File: config.mk
export PLATFORM = sky130hd
export DESIGN_NAME = csr_seq_ctrl_flat
export DESIGN_NICKNAME = d
export VERILOG_FILES = /design/src/rtl/csr_seq_ctrl_pkg.sv /design/src/rtl/csr_seq_ctrl_if.sv /design/src/rtl/csr_seq_ctrl_bank.sv /design/src/rtl/csr_seq_ctrl.sv /design/src/flat_wrapper.sv
export SDC_FILE = /design/constraint.sdc
export NUM_CORES = 1
export LEC_CHECK = 0
export ABC_AREA = 1
export CAP_MARGIN = 30
export CORE_UTILIZATION = 36
export DETAILED_ROUTE_END_ITERATION = 8
export PLACE_DENSITY = 0.55
export SETUP_SLACK_MARGIN = 0.4
export SLEW_MARGIN = 20
export SYNTH_ARGS = -nofsm -noshare
export SYNTH_HDL_FRONTEND = slang
export SYNTH_SLANG_ARGS = --single-unit
File: constraint.sdc
create_clock -name clk -period 1.8 [get_ports clk]
set_input_delay 0.36 -clock clk [delete_from_list [all_inputs] [get_ports clk]]
set_output_delay 0.36 -clock clk [all_outputs]
set_load 0.01 [all_outputs]
File: src/rtl/csr_seq_ctrl_pkg.sv
// Shared definitions for the convolution configuration sequencer.
//   state_t          : job FSM encoding (3 bits), also visible on the debug port
//   STAT_*_BIT       : bit positions inside the host-visible status register
//   status_addr()    : host address of the status register (top of the map)
package csr_seq_ctrl_pkg;

  typedef enum logic [2:0] {
    ST_IDLE   = 3'd0,
    ST_COMMIT = 3'd1,
    ST_LAUNCH = 3'd2,
    ST_RUN    = 3'd3,
    ST_DONE   = 3'd4
  } state_t;

  localparam int STAT_BUSY_BIT      = 0;
  localparam int STAT_ERR_ADDR_BIT  = 1;
  localparam int STAT_ERR_START_BIT = 2;
  localparam int STAT_TIMEOUT_BIT   = 3;
  localparam int STAT_ERR_DONE_BIT  = 4;

  // The status register always sits at the highest host address.
  function automatic int status_addr(input int addr_w);
    return (1 << addr_w) - 1;
  endfunction

endpackage

File: src/rtl/csr_seq_ctrl_if.sv
// Host-side register bus of the configuration sequencer.
//   host_wr_valid/host_wr_ready : write handshake
//   host_addr/host_wdata        : write address and data
//   host_rd_addr/host_rdata     : read address and registered read data
// Handshake: a write transfers on a rising edge where host_wr_valid and
// host_wr_ready are both high; address and data must be stable while
// host_wr_valid is high. Reads have no handshake: host_rdata reflects the
// address presented in the previous cycle.
interface csr_seq_ctrl_if #(
  parameter int ADDR_W = 4,
  parameter int DATA_W = 16
);
  logic              host_wr_valid;
  logic              host_wr_ready;
  logic [ADDR_W-1:0] host_addr;
  logic [DATA_W-1:0] host_wdata;
  logic [ADDR_W-1:0] host_rd_addr;
  logic [DATA_W-1:0] host_rdata;

  modport master (
    output host_wr_valid, host_addr, host_wdata, host_rd_addr,
    input  host_wr_ready, host_rdata
  );

  modport slave (
    input  host_wr_valid, host_addr, host_wdata, host_rd_addr,
    output host_wr_ready, host_rdata
  );
endinterface

File: src/rtl/csr_seq_ctrl_bank.sv
// Bank of NUM_REGS configuration registers, DATA_W bits each.
//   clk, rst : clock, synchronous active-high clear
//   we       : per-entry write enable
//   d        : per-entry write data, entry i at [i*DATA_W +: DATA_W]
//   q        : register contents, same packing as d
module csr_seq_ctrl_bank #(
  parameter int NUM_REGS = 8,
  parameter int DATA_W   = 16
) (
  input  logic                       clk,
  input  logic                       rst,
  input  logic [NUM_REGS-1:0]        we,
  input  logic [NUM_REGS*DATA_W-1:0] d,
  output logic [NUM_REGS*DATA_W-1:0] q
);

  always_ff @(posedge clk) begin
    if (rst) begin
      q <= '0;
    end else begin
      for (int i = 0; i < NUM_REGS; i++) begin
        if (we[i]) q[i*DATA_W +: DATA_W] <= d[i*DATA_W +: DATA_W];
      end
    end
  end

endmodule

File: src/rtl/csr_seq_ctrl.sv
// Configuration sequencer for the convolution datapath.
// The host fills a shadow bank; a start request copies it to the active bank
// (cfg_out) in one cycle, pulses dp_start, then waits for dp_done under a
// watchdog and reports the outcome in a sticky status register.
//   clk, rst   : clock, synchronous active-high reset
//   host       : host register bus (slave side)
//   start      : level request to commit and launch, honoured in IDLE only
//   busy       : high from COMMIT through DONE
//   done       : one-cycle pulse at the end of a job
//   dp_start   : one-cycle launch pulse to the datapath
//   dp_done    : completion pulse from the datapath
//   cfg_out    : active bank, reg i at [i*DATA_W +: DATA_W]
//   dbg_state  : current FSM state
module csr_seq_ctrl
  import csr_seq_ctrl_pkg::*;
#(
  parameter int NUM_REGS  = 8,
  parameter int DATA_W    = 16,
  parameter int ADDR_W    = 4,
  parameter int TIMEOUT_W = 16
) (
  input  logic                       clk,
  input  logic                       rst,
  csr_seq_ctrl_if.slave              host,
  input  logic                       start,
  output logic                       busy,
  output logic                       done,
  output logic                       dp_start,
  input  logic                       dp_done,
  output logic [NUM_REGS*DATA_W-1:0] cfg_out,
  output logic [2:0]                 dbg_state
);

  localparam logic [ADDR_W-1:0] STATUS_ADDR = ADDR_W'(status_addr(ADDR_W));
  localparam logic [ADDR_W-1:0] REG_LIMIT   = ADDR_W'(NUM_REGS);
  // The watchdog holds (RUN cycles - 1); seeing this value means the edge
  // that ends the current cycle takes it to all-ones, i.e. the limit.
  localparam logic [TIMEOUT_W-1:0] WD_LAST  = {{(TIMEOUT_W-1){1'b1}}, 1'b0};

  state_t state_q, state_d;
  logic   commit;
  logic   wr_fire;
  logic   wd_expire;
  logic [TIMEOUT_W-1:0] wd_q;

  logic [NUM_REGS-1:0]        shadow_we;
  logic [NUM_REGS*DATA_W-1:0] shadow_q;
  logic [DATA_W-1:0]          rd_reg;
  logic [DATA_W-1:0]          status_w;

  logic err_addr_q, err_start_q, timeout_q, err_done_q;
  logic status_wr;
  logic set_addr, set_start, set_timeout, set_done;
  logic clr_addr, clr_start, clr_timeout, clr_done;

  // ---------------- FSM: state register ----------------
  always_ff @(posedge clk) begin
    if (rst) state_q <= ST_IDLE;
    else     state_q <= state_d;
  end

  assign wd_expire = (state_q == ST_RUN) && (wd_q == WD_LAST);

  // ---------------- FSM: next state ----------------
  always_comb begin
    state_d = state_q;
    case (state_q)
      ST_IDLE:   if (start) state_d = ST_COMMIT;
      ST_COMMIT: state_d = ST_LAUNCH;
      ST_LAUNCH: state_d = ST_RUN;
      ST_RUN:    if (dp_done || wd_expire) state_d = ST_DONE;
      ST_DONE:   state_d = ST_IDLE;
      default:   state_d = ST_IDLE;
    endcase
  end

  // ---------------- FSM: outputs ----------------
  always_comb begin
    busy               = 1'b0;
    commit             = 1'b0;
    dp_start           = 1'b0;
    done               = 1'b0;
    host.host_wr_ready = 1'b1;
    case (state_q)
      ST_COMMIT: begin
        busy               = 1'b1;
        commit             = 1'b1;
        // Shadow is being copied this cycle; hold off all host writes.
        host.host_wr_ready = 1'b0;
      end
      ST_LAUNCH: begin
        busy     = 1'b1;
        dp_start = 1'b1;
      end
      ST_RUN:  busy = 1'b1;
      ST_DONE: begin
        busy = 1'b1;
        done = 1'b1;
      end
      default: ;
    endcase
  end

  assign dbg_state = state_q;

  // ---------------- Watchdog ----------------
  always_ff @(posedge clk) begin
    if (rst)                       wd_q <= '0;
    else if (state_q == ST_LAUNCH) wd_q <= '0;
    else if (state_q == ST_RUN)    wd_q <= wd_q + 1'b1;
  end

  // ---------------- Register banks ----------------
  assign wr_fire = host.host_wr_valid && host.host_wr_ready;

  always_comb begin
    for (int i = 0; i < NUM_REGS; i++) begin
      shadow_we[i] = wr_fire && (host.host_addr == ADDR_W'(i));
    end
  end

  csr_seq_ctrl_bank #(.NUM_REGS(NUM_REGS), .DATA_W(DATA_W)) u_shadow (
    .clk (clk),
    .rst (rst),
    .we  (shadow_we),
    .d   ({NUM_REGS{host.host_wdata}}),
    .q   (shadow_q)
  );

  // Active bank reloads all entries at once from the shadow bank.
  csr_seq_ctrl_bank #(.NUM_REGS(NUM_REGS), .DATA_W(DATA_W)) u_active (
    .clk (clk),
    .rst (rst),
    .we  ({NUM_REGS{commit}}),
    .d   (shadow_q),
    .q   (cfg_out)
  );

  // ---------------- Status register ----------------
  assign status_wr   = wr_fire && (host.host_addr == STATUS_ADDR);
  assign set_addr    = wr_fire && (host.host_addr >= REG_LIMIT) &&
                       (host.host_addr != STATUS_ADDR);
  assign set_start   = start && (state_q != ST_IDLE);
  assign set_timeout = wd_expire && !dp_done;   // a same-cycle dp_done wins
  assign set_done    = dp_done && (state_q != ST_RUN);
  assign clr_addr    = status_wr && host.host_wdata[STAT_ERR_ADDR_BIT];
  assign clr_start   = status_wr && host.host_wdata[STAT_ERR_START_BIT];
  assign clr_timeout = status_wr && host.host_wdata[STAT_TIMEOUT_BIT];
  assign clr_done    = status_wr && host.host_wdata[STAT_ERR_DONE_BIT];

  // Sticky error bits; a set in the same cycle as a clear takes priority.
  always_ff @(posedge clk) begin
    if (rst) begin
      err_addr_q  <= 1'b0;
      err_start_q <= 1'b0;
      timeout_q   <= 1'b0;
      err_done_q  <= 1'b0;
    end else begin
      err_addr_q  <= set_addr    | (err_addr_q  & ~clr_addr);
      err_start_q <= set_start   | (err_start_q & ~clr_start);
      timeout_q   <= set_timeout | (timeout_q   & ~clr_timeout);
      err_done_q  <= set_done    | (err_done_q  & ~clr_done);
    end
  end

  always_comb begin
    status_w                     = '0;
    status_w[STAT_BUSY_BIT]      = busy;
    status_w[STAT_ERR_ADDR_BIT]  = err_addr_q;
    status_w[STAT_ERR_START_BIT] = err_start_q;
    status_w[STAT_TIMEOUT_BIT]   = timeout_q;
    status_w[STAT_ERR_DONE_BIT]  = err_done_q;
  end

  // ---------------- Host read path ----------------
  always_comb begin
    rd_reg = '0;
    for (int i = 0; i < NUM_REGS; i++) begin
      if (host.host_rd_addr == ADDR_W'(i)) rd_reg = shadow_q[i*DATA_W +: DATA_W];
    end
  end

  always_ff @(posedge clk) begin
    if (rst)                                host.host_rdata <= '0;
    else if (host.host_rd_addr == STATUS_ADDR) host.host_rdata <= status_w;
    else                                    host.host_rdata <= rd_reg;
  end

endmodule

File: src/flat_wrapper.sv
// flat-port wrapper written by rule: the top's interface ports become plain ports
module csr_seq_ctrl_flat import csr_seq_ctrl_pkg::*;
#(
  parameter int NUM_REGS  = 8,
  parameter int DATA_W    = 16,
  parameter int ADDR_W    = 4,
  parameter int TIMEOUT_W = 16
)
  (clk, rst, start, busy, done, dp_start, dp_done, cfg_out, dbg_state, host_host_wr_valid, host_host_addr, host_host_wdata, host_host_rd_addr, host_host_wr_ready, host_host_rdata);
  csr_seq_ctrl_if #(.ADDR_W(ADDR_W), .DATA_W(DATA_W)) host_i ();
  input  logic clk;
  input  logic rst;
  input  logic start;
  output logic busy;
  output logic done;
  output logic dp_start;
  input  logic dp_done;
  output logic [NUM_REGS*DATA_W-1:0] cfg_out;
  output logic [2:0] dbg_state;
  input wire logic [$bits(host_i.host_wr_valid)-1:0] host_host_wr_valid;
  input wire logic [$bits(host_i.host_addr)-1:0] host_host_addr;
  input wire logic [$bits(host_i.host_wdata)-1:0] host_host_wdata;
  input wire logic [$bits(host_i.host_rd_addr)-1:0] host_host_rd_addr;
  output wire logic [$bits(host_i.host_wr_ready)-1:0] host_host_wr_ready;
  output wire logic [$bits(host_i.host_rdata)-1:0] host_host_rdata;
  assign host_i.host_wr_valid = host_host_wr_valid;
  assign host_i.host_addr = host_host_addr;
  assign host_i.host_wdata = host_host_wdata;
  assign host_i.host_rd_addr = host_host_rd_addr;
  assign host_host_wr_ready = host_i.host_wr_ready;
  assign host_host_rdata = host_i.host_rdata;
  csr_seq_ctrl #(.NUM_REGS(NUM_REGS), .DATA_W(DATA_W), .ADDR_W(ADDR_W), .TIMEOUT_W(TIMEOUT_W)) u_core (.clk(clk), .rst(rst), .host(host_i), .start(start), .busy(busy), .done(done), .dp_start(dp_start), .dp_done(dp_done), .cfg_out(cfg_out), .dbg_state(dbg_state));
endmodule
# After elaboration in Yosys (flattened, before gate mapping)
# Index checks and enable logic that the tools add are counted.
# Widths: inputs -> output; s select.
[word_totals]
regBits = 295
inputBits = 29
out_inout_bits = 151
elab_cells = 103
[classes]
add_sub_neg = 1
magnitude_cmp = 1
eq_ne = 25
muxes = 17
n_bitwise = 12
n_reduce_logical = 30
[ops]
columns = ["cell", "n"]
rows = [
  ["$mux 16", 8],
  ["$eq 4x3->1 const B", 8],
  ["$logic_and 1x1->1", 20],
  ["$add 16x1->16 const B", 1],
  ["$eq 16x16->1 const B", 1],
  ["$eq 4x2->1 const B", 4],
  ["$pmux 3 s4", 1],
  ["$eq 4x1->1 const B", 2],
  ["$eq 4x4->1 const B", 2],
  ["$logic_not 4->1", 2],
  ["$eq 3x2->1 const B", 2],
  ["$mux 3", 2],
  ["$mux 1", 5],
  ["$mux 5", 1],
  ["$and 1x1->1", 4],
  ["$ge 4x4->1 const B", 1],
  ["$ne 4x4->1 const B", 1],
  ["$not 1->1", 4],
  ["$or 1x1->1", 4],
  ["$reduce_or 2->1", 2],
  ["$reduce_or 4->1", 1],
  ["$eq 3x1->1 const B", 1],
  ["$eq 3x3->1 const B", 1],
  ["$logic_not 3->1", 1],
  ["7 further kinds", 7],
]

# Longest topological paths before layout
# Gate-level depths: netlist of the first run.
[logic_depth]
depth_word = 10
ltp_mapped = 11
ltp_nobuf = 11

# Hierarchy
# A second synthesis of the first run with hierarchy kept.
[hier_totals]
cells_unflattened = 2083
area_unflattened_um2 = 13336.5
[modules_own_cells]
columns = ["mod", "instances", "cells_each", "area_per_inst_um2", "seq_area_each_um2"]
rows = [
  ["csr_seq_ctrl_bank", 2, 807, 5246.3, 2562.5],
  ["csr_seq_ctrl", 1, 469, 2844.0, 780.7],
]

# Least setup slack after synthesis of the first run
# OpenSTA, ideal clock, no wires.
[synth_timing]
path_kind = "register -> output"
from = "register u_core.state_q[1] (netlist: u_core.dbg_state[1])"
to = "output port host_host_wr_ready"
arrival_ns = 1.108
required_time_ns = 1.440
path_slack_ns = 0.332
path_stages_with_launch = 5
path_buffers = 2
cell_sequence = "dfxtp_1 > inv_2 > nand3_4 > buf_2 > buf_1"
[synth_via]
elab_chain_cells = 2
[synth_lines]
columns = ["element", "line_no", "text"]
rows = [
  ["from (decl)", "csr_seq_ctrl.sv:40", "state_t state_q, state_d;"],
  ["from (signal assigned)", "csr_seq_ctrl.sv:59", "else state_q <= state_d;"],
  ["$eq 3x1->1", "csr_seq_ctrl.sv:84", "case (state_q)"],
  ["$mux 1", "csr_seq_ctrl.sv:84", ""],
  ["to (decl)", "flat_wrapper.sv:24", "output wire logic [$bits(host_i.host_wr_ready)-1:0] host_host_wr_ready;"],
]
# No other way between the ends.

# Final worst setup path of the first run
[layout_timing]
from = "register u_core.state_q[2] (netlist: u_core.dbg_state[2])"
to = "output port host_host_wr_ready"
# Same word-level chain as after synthesis.

==> results.txt, run 1 <==
Status - completed
Post-DP HPWL - 28.29 mm
Vias in the first global route - 10.17k
DP Area - 0.01426 sq mm
I/O pin count - 180
Startpoint types - flip-flop
Tot Pwr - 17.01 mW
Final std cell area, no fill - 0.01655 sq mm
Largest net degree at the start of global routing - 135
Number of antenna violations at the first check in global routing - 0
First-pass GRT wire length - 61.11 mm
Routed wl met3 - 3.005 mm
Initial drt markers - 1,025
Pre-antenna DRT Iters - 5
P per Cell Area - 1028 mW/mm^2
Vias per Instance - 5.174
Syn_area_per_cell - 7.526 sq um
Crit path max fanout - 5
FFs w/ async S/R, synth - 0
Clk sinks - 295
Worst path arrival time - 1.40 ns
CTS buffer count - 34
# DRC - 0
CP Class - flip-flop to primary output
Final hold violation count - 0
Synth Warn # - 0
Max IR drop VDD - 0.0006102 V
CTS root buf - clkbuf_16
Most used standard cell by instance count after synthesis - dfxtp_1
Slew Limit Headroom - 0.6297
Maximum clock path buffer count - 3
Crit path time final - 1.759 ns
FP Rows - 65
Dpl ws - -0.4605 ns
Fmax - 568.5 MHz
Synth Register Bits - 295
P&R area growth vs syn - 42.62%
RSZ-0062 raised after global routing - yes
Htree depth - 2
Port bufs - 179
Synth area leaders - dfxtp_1, o21ai_0, a21oi_1
Post-synth design cell area - 0.01160 sq mm
Mapped Cells - 1,542
Layout cells sized above 1 - 0.3146
M1 WL - 20.90 mm
GP Congestion - 1.015
Hold Crit Class - flip-flop to flip-flop
Final setup fails - 0
Die area - 0.03296 sq mm
Maxcap violations - 0
Via Count - 11.54k
Syn_nets - 1,573
Final Cycle Share - 0.9772
Commonest cells post-synth - dfxtp_1, o21ai_0, a21oi_1, inv_1, nor2_1
Global-route usage over all layers - 0.2405
Dominant synthesized flop cell - dfxtp_1
DRT Wirelength - 45.57 mm
Worst-margin pin slew - 0.5534 ns
DR top layer - met4
Setup crit end kind - primary output
Grt total ovfl - 0
Core box area - 0.03164 sq mm
Clock Pin Slew Worst Setup and Hold Paths - 0.06 ns
Die width - 181.5 um
Die H - 181.5 um
Post-Route Skew - 0.01322 ns
Register area share after synthesis - 0.5089
Max-slew violations - 0
Required time of the worst setup path - 1.44 ns
Lkg Pwr - 7.016 nW
Post-route ant nets - 0
Worst-Skew Late Latency - 0.51 ns
Synth top area share - 0.5089
Initial Util - 0.3668
Met2 wire length - 20.81 mm
Worst hold slack - 0.4367 ns
Post-synth EDFFs - 0
Antenna Diode Count - 0
Netlist cell types - 35
Final #Nets - 1,836
Post-synth top area cell - dfxtp_1
CTS tree - yes
WL/cell - 20.43 um
Final Worst Setup Slack - 0.04103 ns
## worst max-delay path, stage by stage, from the launching register on
cell,delay [ns]
dfxtp_4,0.36
inv_4,0.07
nand3_4,0.06
buf_6,0.12
buf_4,0.14
buf_2,0.14
## cell type report
class,instances,area [sq um]
fillers,2964,15090
flip-flops and latches,295,5995
multi-input cells,933,5223
repair buffers,315,2821
clock buffers,53,1056
inverters,222,865.8
well taps,402,503.0
clock inverters,6,60.06
repair inverters,4,27.53
## flip-flops by register name, summed over array words and instances (netlist names)
| signal | count |
|---|---|
| u_core.u_shadow.q | 128 |
| u_core.err_done_q | 1 |
| u_core.wd_q | 16 |
| u_core.err_start_q | 1 |
| u_core.timeout_q | 1 |
| u_core.err_addr_q | 1 |
| u_core.host.host_rdata | 16 |
| u_core.dbg_state | 3 |
| u_core.u_active.q | 128 |
## where the power goes
group          internal [mW]  total [mW]  switching (mW)
registers               6.98        7.25           0.274
clock network           4.17        6.87            2.70
logic                   1.24        2.90            1.65
total                   12.4        17.0            4.62
## placed cells by master (no fill, tap or decap), drive strengths merged
master and n:
a31oi 1, o21a 1, inv 216, o21ai 268, bufinv 1, clkinvlp 8
nor3 11, xor2 2, dfxtp 295, clkbuf 67, nand4 17, clkdlybuf4s50 24
nand2 135, clkdlybuf4s15 1, buf 270, o211ai 7, or2 2, ha 2
nand3 50, dlygate4sd2 6, clkinv 7, o31ai 1, nand3b 1, a21oi 217
a31o 1, nor2 217
## kinds of logic (layout without fill, tap and decap cells)
group / count (synthesis) / in the layout / share of synthesized area
XOR/XNOR: 2 / 2 / 0.001510
flip-flops: 295 / 295 / 0.5089
AO/OA/AOI/OAI: 496 / 496 / 0.2163
adder cells (fa/ha/maj): 2 / 2 / 0.002156
buffers and inverters: 314 / 600 / 0.1086
AND/OR/NAND/NOR: 433 / 433 / 0.1626
## final timing paths
check                             start                    end  slack [ns]  cells after the start
hold reg to reg   u_core.u_active.q[46]  u_core.u_active.q[46]        0.44                      2
setup reg to reg    u_core.dbg_state[1]  u_core.u_shadow.q[25]        0.06                     11
hold / removal    u_core.u_active.q[46]  u_core.u_active.q[46]        0.44                      2
setup / recovery    u_core.dbg_state[2]     host_host_wr_ready        0.04                      5
## repair_timing
| action | CTS | global route |
|---|---|---|
| setup endpoints to repair | 355 | 298 |
| gates cloned | 4 | 31 |
| hold endpoints to repair | 0 | 0 |
| buffers inserted | 12 | 17 |
| pin swaps | 7 | 42 |
| hold buffers | 0 | 0 |
| gates resized for setup | 696 | 300 |
## per-layer routing
metal | vias up | GRT usage
met5 | - | 0
met4 | 0 | 0.05831
met3 | 59 | 0.03389
met2 | 429 | 0.3886
met1 | 5502 | 0.3371
li1 | 5547 | -
## metrics by stage
stage,std cells,utilization,TNS (ns)
after floorplan,1542,-,0
after global placement,2107,0.4507,-9.386
after detailed placement,2107,0.4507,-11.17
after CTS,2182,0.4734,0
after global routing,2230,0.5232,0
final,2230,0.5232,0
Note: power is estimated with default switching activity, not from simulation.
==> inputs of run 2 (changes only) <==
--- a/config.mk
+++ b/config.mk
@@ -11,7 +11,7 @@
 export DETAILED_ROUTE_END_ITERATION = 8
 export PLACE_DENSITY = 0.55
 export SETUP_SLACK_MARGIN = 0.4
-export SLEW_MARGIN = 20
+export SLEW_MARGIN = 10
 export SYNTH_ARGS = -nofsm -noshare
 export SYNTH_HDL_FRONTEND = slang
 export SYNTH_SLANG_ARGS = --single-unit
==> results of run 2 <==
No change in the layout: final DEF, timing and power equal those of run 1.
